### src/rtl/sel_sequencer.sv
// sel_sequencer: round-robin channel-select generator for the 4:1 mux stage.
// Walks the enabled channels in ascending order, holding each one for a
// programmable number of cycles, with start/stop control and strobes that
// mark slot starts and completed sweeps.
//
// Ports:
//   clk         single clock, rising edge
//   reset       synchronous, active-high
//   start       level, sampled in IDLE only
//   stop        level, sampled in RUN only
//   ch_en       channel enable mask, latched on start
//   dwell       cycles per slot (0 treated as 1), latched on start
//   sel         registered channel select
//   sel_valid   sel is a live slot
//   slot_start  pulse on first cycle of every slot
//   sweep_done  pulse on first cycle of the slot following a wrap
//   busy        high while running
module sel_sequencer #(
    parameter int unsigned SEL_W   = 2,
    parameter int unsigned DWELL_W = 8
) (
    input  logic                    clk,
    input  logic                    reset,
    input  logic                    start,
    input  logic                    stop,
    input  logic [(1<<SEL_W)-1:0]   ch_en,
    input  logic [DWELL_W-1:0]      dwell,
    output logic [SEL_W-1:0]        sel,
    output logic                    sel_valid,
    output logic                    slot_start,
    output logic                    sweep_done,
    output logic                    busy
);

    localparam int unsigned NCH = 1 << SEL_W;

    typedef enum logic {
        IDLE = 1'b0,
        RUN  = 1'b1
    } state_e;

    state_e              state_q, state_d;
    logic [SEL_W-1:0]    sel_q, sel_d;
    logic                sel_valid_q, sel_valid_d;
    logic                slot_start_q, slot_start_d;
    logic                sweep_done_q, sweep_done_d;
    logic                busy_q, busy_d;
    logic [DWELL_W-1:0]  cnt_q, cnt_d;
    logic                stop_pend_q, stop_pend_d;
    logic [NCH-1:0]      en_q, en_d;
    logic [DWELL_W-1:0]  dwell_q, dwell_d;

    logic [DWELL_W-1:0]  dwell_eff;
    logic [SEL_W-1:0]    first_idx;
    logic [SEL_W-1:0]    nxt_idx;
    logic [SEL_W-1:0]    cand;
    logic                nxt_found;

    // Zero dwell behaves as a one-cycle slot.
    assign dwell_eff = (dwell == '0) ? DWELL_W'(1) : dwell;

    // Lowest set bit of the incoming mask (scan high to low, last hit wins).
    always_comb begin
        first_idx = '0;
        for (int i = NCH - 1; i >= 0; i--) begin
            if (ch_en[i]) first_idx = SEL_W'(i);
        end
    end

    // Next enabled channel strictly above sel_q, searching circularly; the
    // final candidate (offset NCH) is sel_q itself for the single-channel case.
    always_comb begin
        nxt_idx   = sel_q;
        nxt_found = 1'b0;
        cand      = '0;
        for (int i = 1; i <= NCH; i++) begin
            cand = sel_q + SEL_W'(i);
            if (!nxt_found && en_q[cand]) begin
                nxt_idx   = cand;
                nxt_found = 1'b1;
            end
        end
    end

    // Next-state and output logic.
    always_comb begin
        state_d      = state_q;
        sel_d        = sel_q;
        sel_valid_d  = sel_valid_q;
        slot_start_d = 1'b0;
        sweep_done_d = 1'b0;
        busy_d       = busy_q;
        cnt_d        = cnt_q;
        stop_pend_d  = stop_pend_q;
        en_d         = en_q;
        dwell_d      = dwell_q;

        unique case (state_q)
            IDLE: begin
                if (start && (ch_en != '0)) begin
                    en_d         = ch_en;
                    dwell_d      = dwell_eff;
                    sel_d        = first_idx;
                    cnt_d        = DWELL_W'(dwell_eff - DWELL_W'(1));
                    sel_valid_d  = 1'b1;
                    slot_start_d = 1'b1;
                    busy_d       = 1'b1;
                    state_d      = RUN;
                end
            end
            RUN: begin
                if (cnt_q != '0) begin
                    cnt_d = DWELL_W'(cnt_q - DWELL_W'(1));
                    if (stop) stop_pend_d = 1'b1;
                end else if (stop_pend_q || stop) begin
                    // Stop takes effect on the edge that would open the next slot.
                    sel_valid_d = 1'b0;
                    busy_d      = 1'b0;
                    stop_pend_d = 1'b0;
                    state_d     = IDLE;
                end else begin
                    sel_d        = nxt_idx;
                    sweep_done_d = (nxt_idx <= sel_q);
                    slot_start_d = 1'b1;
                    cnt_d        = DWELL_W'(dwell_q - DWELL_W'(1));
                end
            end
            default: state_d = IDLE;
        endcase
    end

    // State and output registers.
    always_ff @(posedge clk) begin
        if (reset) begin
            state_q      <= IDLE;
            sel_q        <= '0;
            sel_valid_q  <= 1'b0;
            slot_start_q <= 1'b0;
            sweep_done_q <= 1'b0;
            busy_q       <= 1'b0;
            cnt_q        <= '0;
            stop_pend_q  <= 1'b0;
            en_q         <= '0;
            dwell_q      <= DWELL_W'(1);
        end else begin
            state_q      <= state_d;
            sel_q        <= sel_d;
            sel_valid_q  <= sel_valid_d;
            slot_start_q <= slot_start_d;
            sweep_done_q <= sweep_done_d;
            busy_q       <= busy_d;
            cnt_q        <= cnt_d;
            stop_pend_q  <= stop_pend_d;
            en_q         <= en_d;
            dwell_q      <= dwell_d;
        end
    end

    assign sel        = sel_q;
    assign sel_valid  = sel_valid_q;
    assign slot_start = slot_start_q;
    assign sweep_done = sweep_done_q;
    assign busy       = busy_q;

endmodule

### config.mk
export PLATFORM = sky130hd
export DESIGN_NAME = sel_sequencer
export DESIGN_NICKNAME = d
export VERILOG_FILES = /design/src/rtl/sel_sequencer.sv
export SDC_FILE = /design/constraint.sdc
export NUM_CORES = 1
export LEC_CHECK = 0
export BUFFER_PORTS_ARGS = -buffer_cell sky130_fd_sc_hd__buf_4
export CAP_MARGIN = 20
export CORE_MARGIN = 2
export CORE_UTILIZATION = 40
export CTS_CLUSTER_SIZE = 40
export DETAILED_ROUTE_END_ITERATION = 8
export PLACE_DENSITY = 0.67
export SLEW_MARGIN = 30
export SYNTH_ARGS = -nofsm -noshare
export SYNTH_HDL_FRONTEND = slang
export SYNTH_SLANG_ARGS = --single-unit
export TNS_END_PERCENT = 5
### constraint.sdc
create_clock -name clk -period 3.2 [get_ports clk]
set_input_delay 0 -clock clk [delete_from_list [all_inputs] [get_ports clk]]
set_output_delay 0 -clock clk [all_outputs]
set_load 0.01 [all_outputs]
; After elaboration in Yosys (flattened, before gate mapping)
; Cells that the tools add are included.
[totals]
ff_bits = 27
inputBits = 16
out_inout_bits = 6
word_cells = 85
[classes]
n_addsub = 6
order_cmp = 5
n_eq_ne = 6
muxes = 40
bitwise_logic = 1
reduce_logical = 18
[op_table]
columns = op, count
row1 = 8-bit two-way mux, 4
row2 = 8-bit by 1-bit subtractor with 8-bit output (second input constant), 3
row3 = 2-bit two-way mux, 11
row4 = 1-bit two-way mux, 16
row5 = 8-bit one-hot mux with 2 select lines, 1
row6 = 2-bit by 3-bit < comparator with 1-bit output (second input constant), 4
row7 = 3-bit AND reduction, 3
row8 = 1-bit binary-select mux with 2-bit select, 4
row9 = 8-bit logical NOT, 1
row10 = 2-bit inequality test (second input constant), 4
row11 = 8-bit nonzero test, 1
row12 = 1-bit one-hot mux with 2 select lines, 3
row13 = 2-bit adder (second input constant), 2
row14 = 1-bit logical AND, 4
row15 = 2-bit one-hot mux with 2 select lines, 1
row16 = 2-bit AND reduction, 2
row17 = 4-bit nonzero test, 1
row18 = 4-bit OR reduction, 1
row19 = 1-bit logical NOT, 3
row20 = 3-bit inequality test (second input constant), 1
row21 = 2-bit by 1-bit adder with 2-bit output (second input constant), 1
row22 = 2-bit less-or-equal comparator, 1
row23 = 2-bit by 1-bit inequality test with 1-bit output (second input constant), 1
row24 = 2-bit nonzero test, 1
row25 = other kinds (2), 2

; Depth between registers and ports, before layout
[depth]
ltp_word = 16
depth_mapped = 9
ltp_nobuf = 8

; Worst setup path after synthesis
; No wires, ideal clock.
[synth_timing]
path_type = reg-to-reg
startpoint = register state_q
endpoint = register cnt_q[6]
setup_ps = 88
arrival_time_ps = 1941
required_ps = 3112
path_slack_ps = 1171
path_stages_with_launch = 8
path_buffers = 0
synth_period_minus_slack_ps = 2029
cell_sequence = dfxtp_1 > mux2_1 > a31o_1 > a21oi_1 > ha_1 > nand2_1 > or4_1 > a311oi_2
[synth_via]
elab_chain_cells = 3
elab_cells_between_ends = 5
cone_classes = eq/ne: 2 / mux: 1 / bitwise: 1 / reduce/logical: 1
[synth_lines]
columns = item, line_no
row1 = from (decl), 42  ; state_e state_q, state_d;
row2 = from (signal assigned), 146  ; state_q <= state_d;
row3 = 1-bit inverter, --
row4 = 2-bit inequality test (no line), --
row5 = 2-bit AND reduction (no line), --
row6 = to (signal assigned), 152  ; cnt_q <= cnt_d;
row7 = to (decl), 48  ; logic [DWELL_W-1:0] cnt_q, cnt_d;
; Several ways; a longest one is shown, not always the timed one.
; A chain may end at the register's enable or synchronous reset.

; Worst setup path after layout
; Ends and elaborated chain as after synthesis.

==> results.sh <==
export IMPL_nets=221
export IMPL_grt_first_pass_wirelength_um=5800
export IMPL_vias_per_cell=5.56
export IMPL_rsz0062_at_grt="no"
export IMPL_met2_wirelength_um=1590
export IMPL_cts_path_max_buffers=2
export IMPL_ys_ff_latch=27
export IMPL_diodes=0
export IMPL_fin_ws_ns=0.747
export IMPL_final_core_util=0.495
export IMPL_ys_seq_area_frac=0.353
export IMPL_dpl_worst_slack_ns=0.776
export IMPL_max_freq_mhz=408
export IMPL_cap_violations=0
export IMPL_crit_path_max_fanout=13
export IMPL_avgRoutedWirePerCell_um=14.0
export IMPL_dieArea_mm2=0.00434
export IMPL_top_layer="met4"
export IMPL_antenna_found_initial=0
export IMPL_drive_gt1_frac=0.164
export IMPL_vias=1384
export IMPL_grt_max_degree=29
export IMPL_dpl_cell_count=238
export IMPL_critPathKind="register to register"
export IMPL_status="finished clean"
export IMPL_synth_top_cell_area_share=0.353
export IMPL_wl_met1_um=1660
export IMPL_ios=22
export IMPL_fin_crit_sh=0.766
export IMPL_hold_path_class="input port to register"
export IMPL_synth_edf_count=0
export IMPL_leakagePower_nw=0.703
export IMPL_power_density_mw_per_mm2=463
export IMPL_min_period_ns=2.45
export IMPL_async_flop_share=0
export IMPL_cts_inserted_buffers=3
export IMPL_synthTopCellsByCount="34 x nor2_1, 27 x dfxtp_1, 13 x a21oi_1, 13 x mux2i_1, 7 x nor3_1"
export IMPL_ir_drop_mv=0.188
export IMPL_clock_sinks=27
export IMPL_place_hpwl_um=2530
export IMPL_die_x_um=65.9
export IMPL_final_setup_viol_count=0
export IMPL_tns_ns=0
export IMPL_drt_total_wl_um=3480
export IMPL_slew_violations=0
export IMPL_synthCells=178
export IMPL_dr_pass1_iters=4
export IMPL_die_h_um=65.9
export IMPL_critPathCaptureType="register"
export IMPL_finalNonFillerCells=249
export IMPL_clkTransAtPathRegs_ns=0.09
export IMPL_ant_nets=0
export IMPL_cts_tree="built"
export IMPL_synth_area_leaders="dfxtp_1 35%, mux2i_1 8.5%, nor2_1 8.3%"
export IMPL_cts_max_level=1
export IMPL_numPortBuffers=21
export IMPL_rows=22
export IMPL_grt_ovfl_total=0
export IMPL_clock_skew_final_ns=0.00580
export IMPL_critical_path_arrival_ns=2.65
export IMPL_fillers=373
export IMPL_critPathLaunchType="register"
export IMPL_synth_cell_types=49
export IMPL_yosys_warnings=0
export IMPL_start_util=0.418
export IMPL_grtUsageTotal=0.171
export IMPL_dpl_cell_area_mm2=0.00170
export IMPL_syn_area_mm2=0.00153
export IMPL_tightestPinTransition_ns=0.758
export IMPL_insertion_delay_ns=0.27
export IMPL_drt_iter0_markers=41
export IMPL_critPathRequiredTime_ns=3.39
export IMPL_syn_num_nets=197
export IMPL_syn_to_final_growth_pct=18.2
export IMPL_place_congestion=0.881
export IMPL_synth_main_ff_cell="dfxtp_1"
export IMPL_syn_area_per_cell_um2=8.60
export IMPL_drc=0
export IMPL_synth_area_leader_cell="dfxtp_1"
export IMPL_cts_setup_buffers=0
export IMPL_grt_pass1_vias=1278
export IMPL_post_cts_resized=0
export IMPL_fin_area_mm2=0.00181
export IMPL_coreArea_mm2=0.00366
export IMPL_routed_wl_met3_um=180
export IMPL_finalHoldViolCount=0
export IMPL_clockRootBuffer="clkbuf_8"
export IMPL_synth_most_common_cell="nor2_1"
export IMPL_relSlewSlack=0.494
## kinds of logic (layout without fill, tap and decap cells)
family | count (synthesis) | count (layout) | share of synthesized area
buf+inv | 16 | 39 | 0.0547
simple gates | 70 | 70 | 0.245
fa+ha+maj | 3 | 3 | 0.0245
compound gates | 43 | 43 | 0.197
flops | 27 | 27 | 0.353
xor+xnor | 2 | 2 | 0.0114
mux | 17 | 17 | 0.114
## per-stage QoR
stage	power [mW]	hold WS, ns
CTS	0.842	0.000410
floorplan	0.582	0.147
detailed placement	0.647	0.265
finish	0.838	0.00372
global placement	0.644	0.260
global route	0.892	0.0135
## final timing paths
path	cells after the start	slack, ns	startpoint	end
setup / recovery	8	0.75	state_q$_SDFF_PP0_	cnt_q[6]$_SDFFE_PP0P_
hold / removal	3	0.004	ch_en[0]	en_q[0]$_SDFFE_PP0P_
setup reg to reg	8	0.75	state_q$_SDFF_PP0_	cnt_q[6]$_SDFFE_PP0P_
hold reg to reg	2	0.49	dwell_q[3]$_SDFFE_PP0P_	dwell_q[3]$_SDFFE_PP0P_
## worst max-delay path, cell delays in order (launching register included)
cell	delay, ns
dfxtp_1	0.61
buf_4	0.26
inv_1	0.11
a31o_1	0.21
a21oi_1	0.20
ha_1	0.22
nand2_1	0.11
or4_1	0.43
a311oi_2	0.23
## cell type report
cell class	instances	area, um2	share of cell area
timing repair buffer	29	235	0.130
tap	48	60.1	0.0332
clock buffer	4	45.0	0.0249
sequential	27	541	0.299
multi-input combinational	135	907	0.501
inverter	6	22.5	0.0124
## power by group
group / internal (mW) / switching, mW / leakage [nW]
Clock: 0.0892 / 0.100 / 0.0228
Sequential: 0.368 / 0.0419 / 0.223
Combinational: 0.109 / 0.130 / 0.457
## sequential cells by signal, indices dropped and copies added, names as in the netlist
name and cells:
cnt_q 8, slot_start 1, busy 1, sel 2, en_q 4, dwell_q 8, state_q 1, stop_pend_q 1
sweep_done 1
## per-layer routing
metal | GRT usage | up-vias
met5 | 0 | -
met4 | 0.0755 | 0
met3 | 0.0204 | 6
met2 | 0.278 | 42
met1 | 0.226 | 632
li1 | - | 704
## repair_timing
action / 4_1_cts / 5_1_grt
hold endpoints to repair: 6 / 1
hold buffers: 6 / 1
setup endpoints to repair: 0 / 0
## placed cells by master, fill, tap and decap left out, types with 5 or more instances in the layout
master	Yosys	layout
buf_4	4	22
nand2_1	6	6
a21oi_1	13	13
dfxtp_1	27	27
o21ai_0	5	5
a211oi_1	5	5
nor2_1	34	34
dlygate4sd3_1	0	7
inv_1	6	6
nor3_1	7	7
mux2i_1	13	13
No activity file was read; power rests on OpenSTA's default activity.
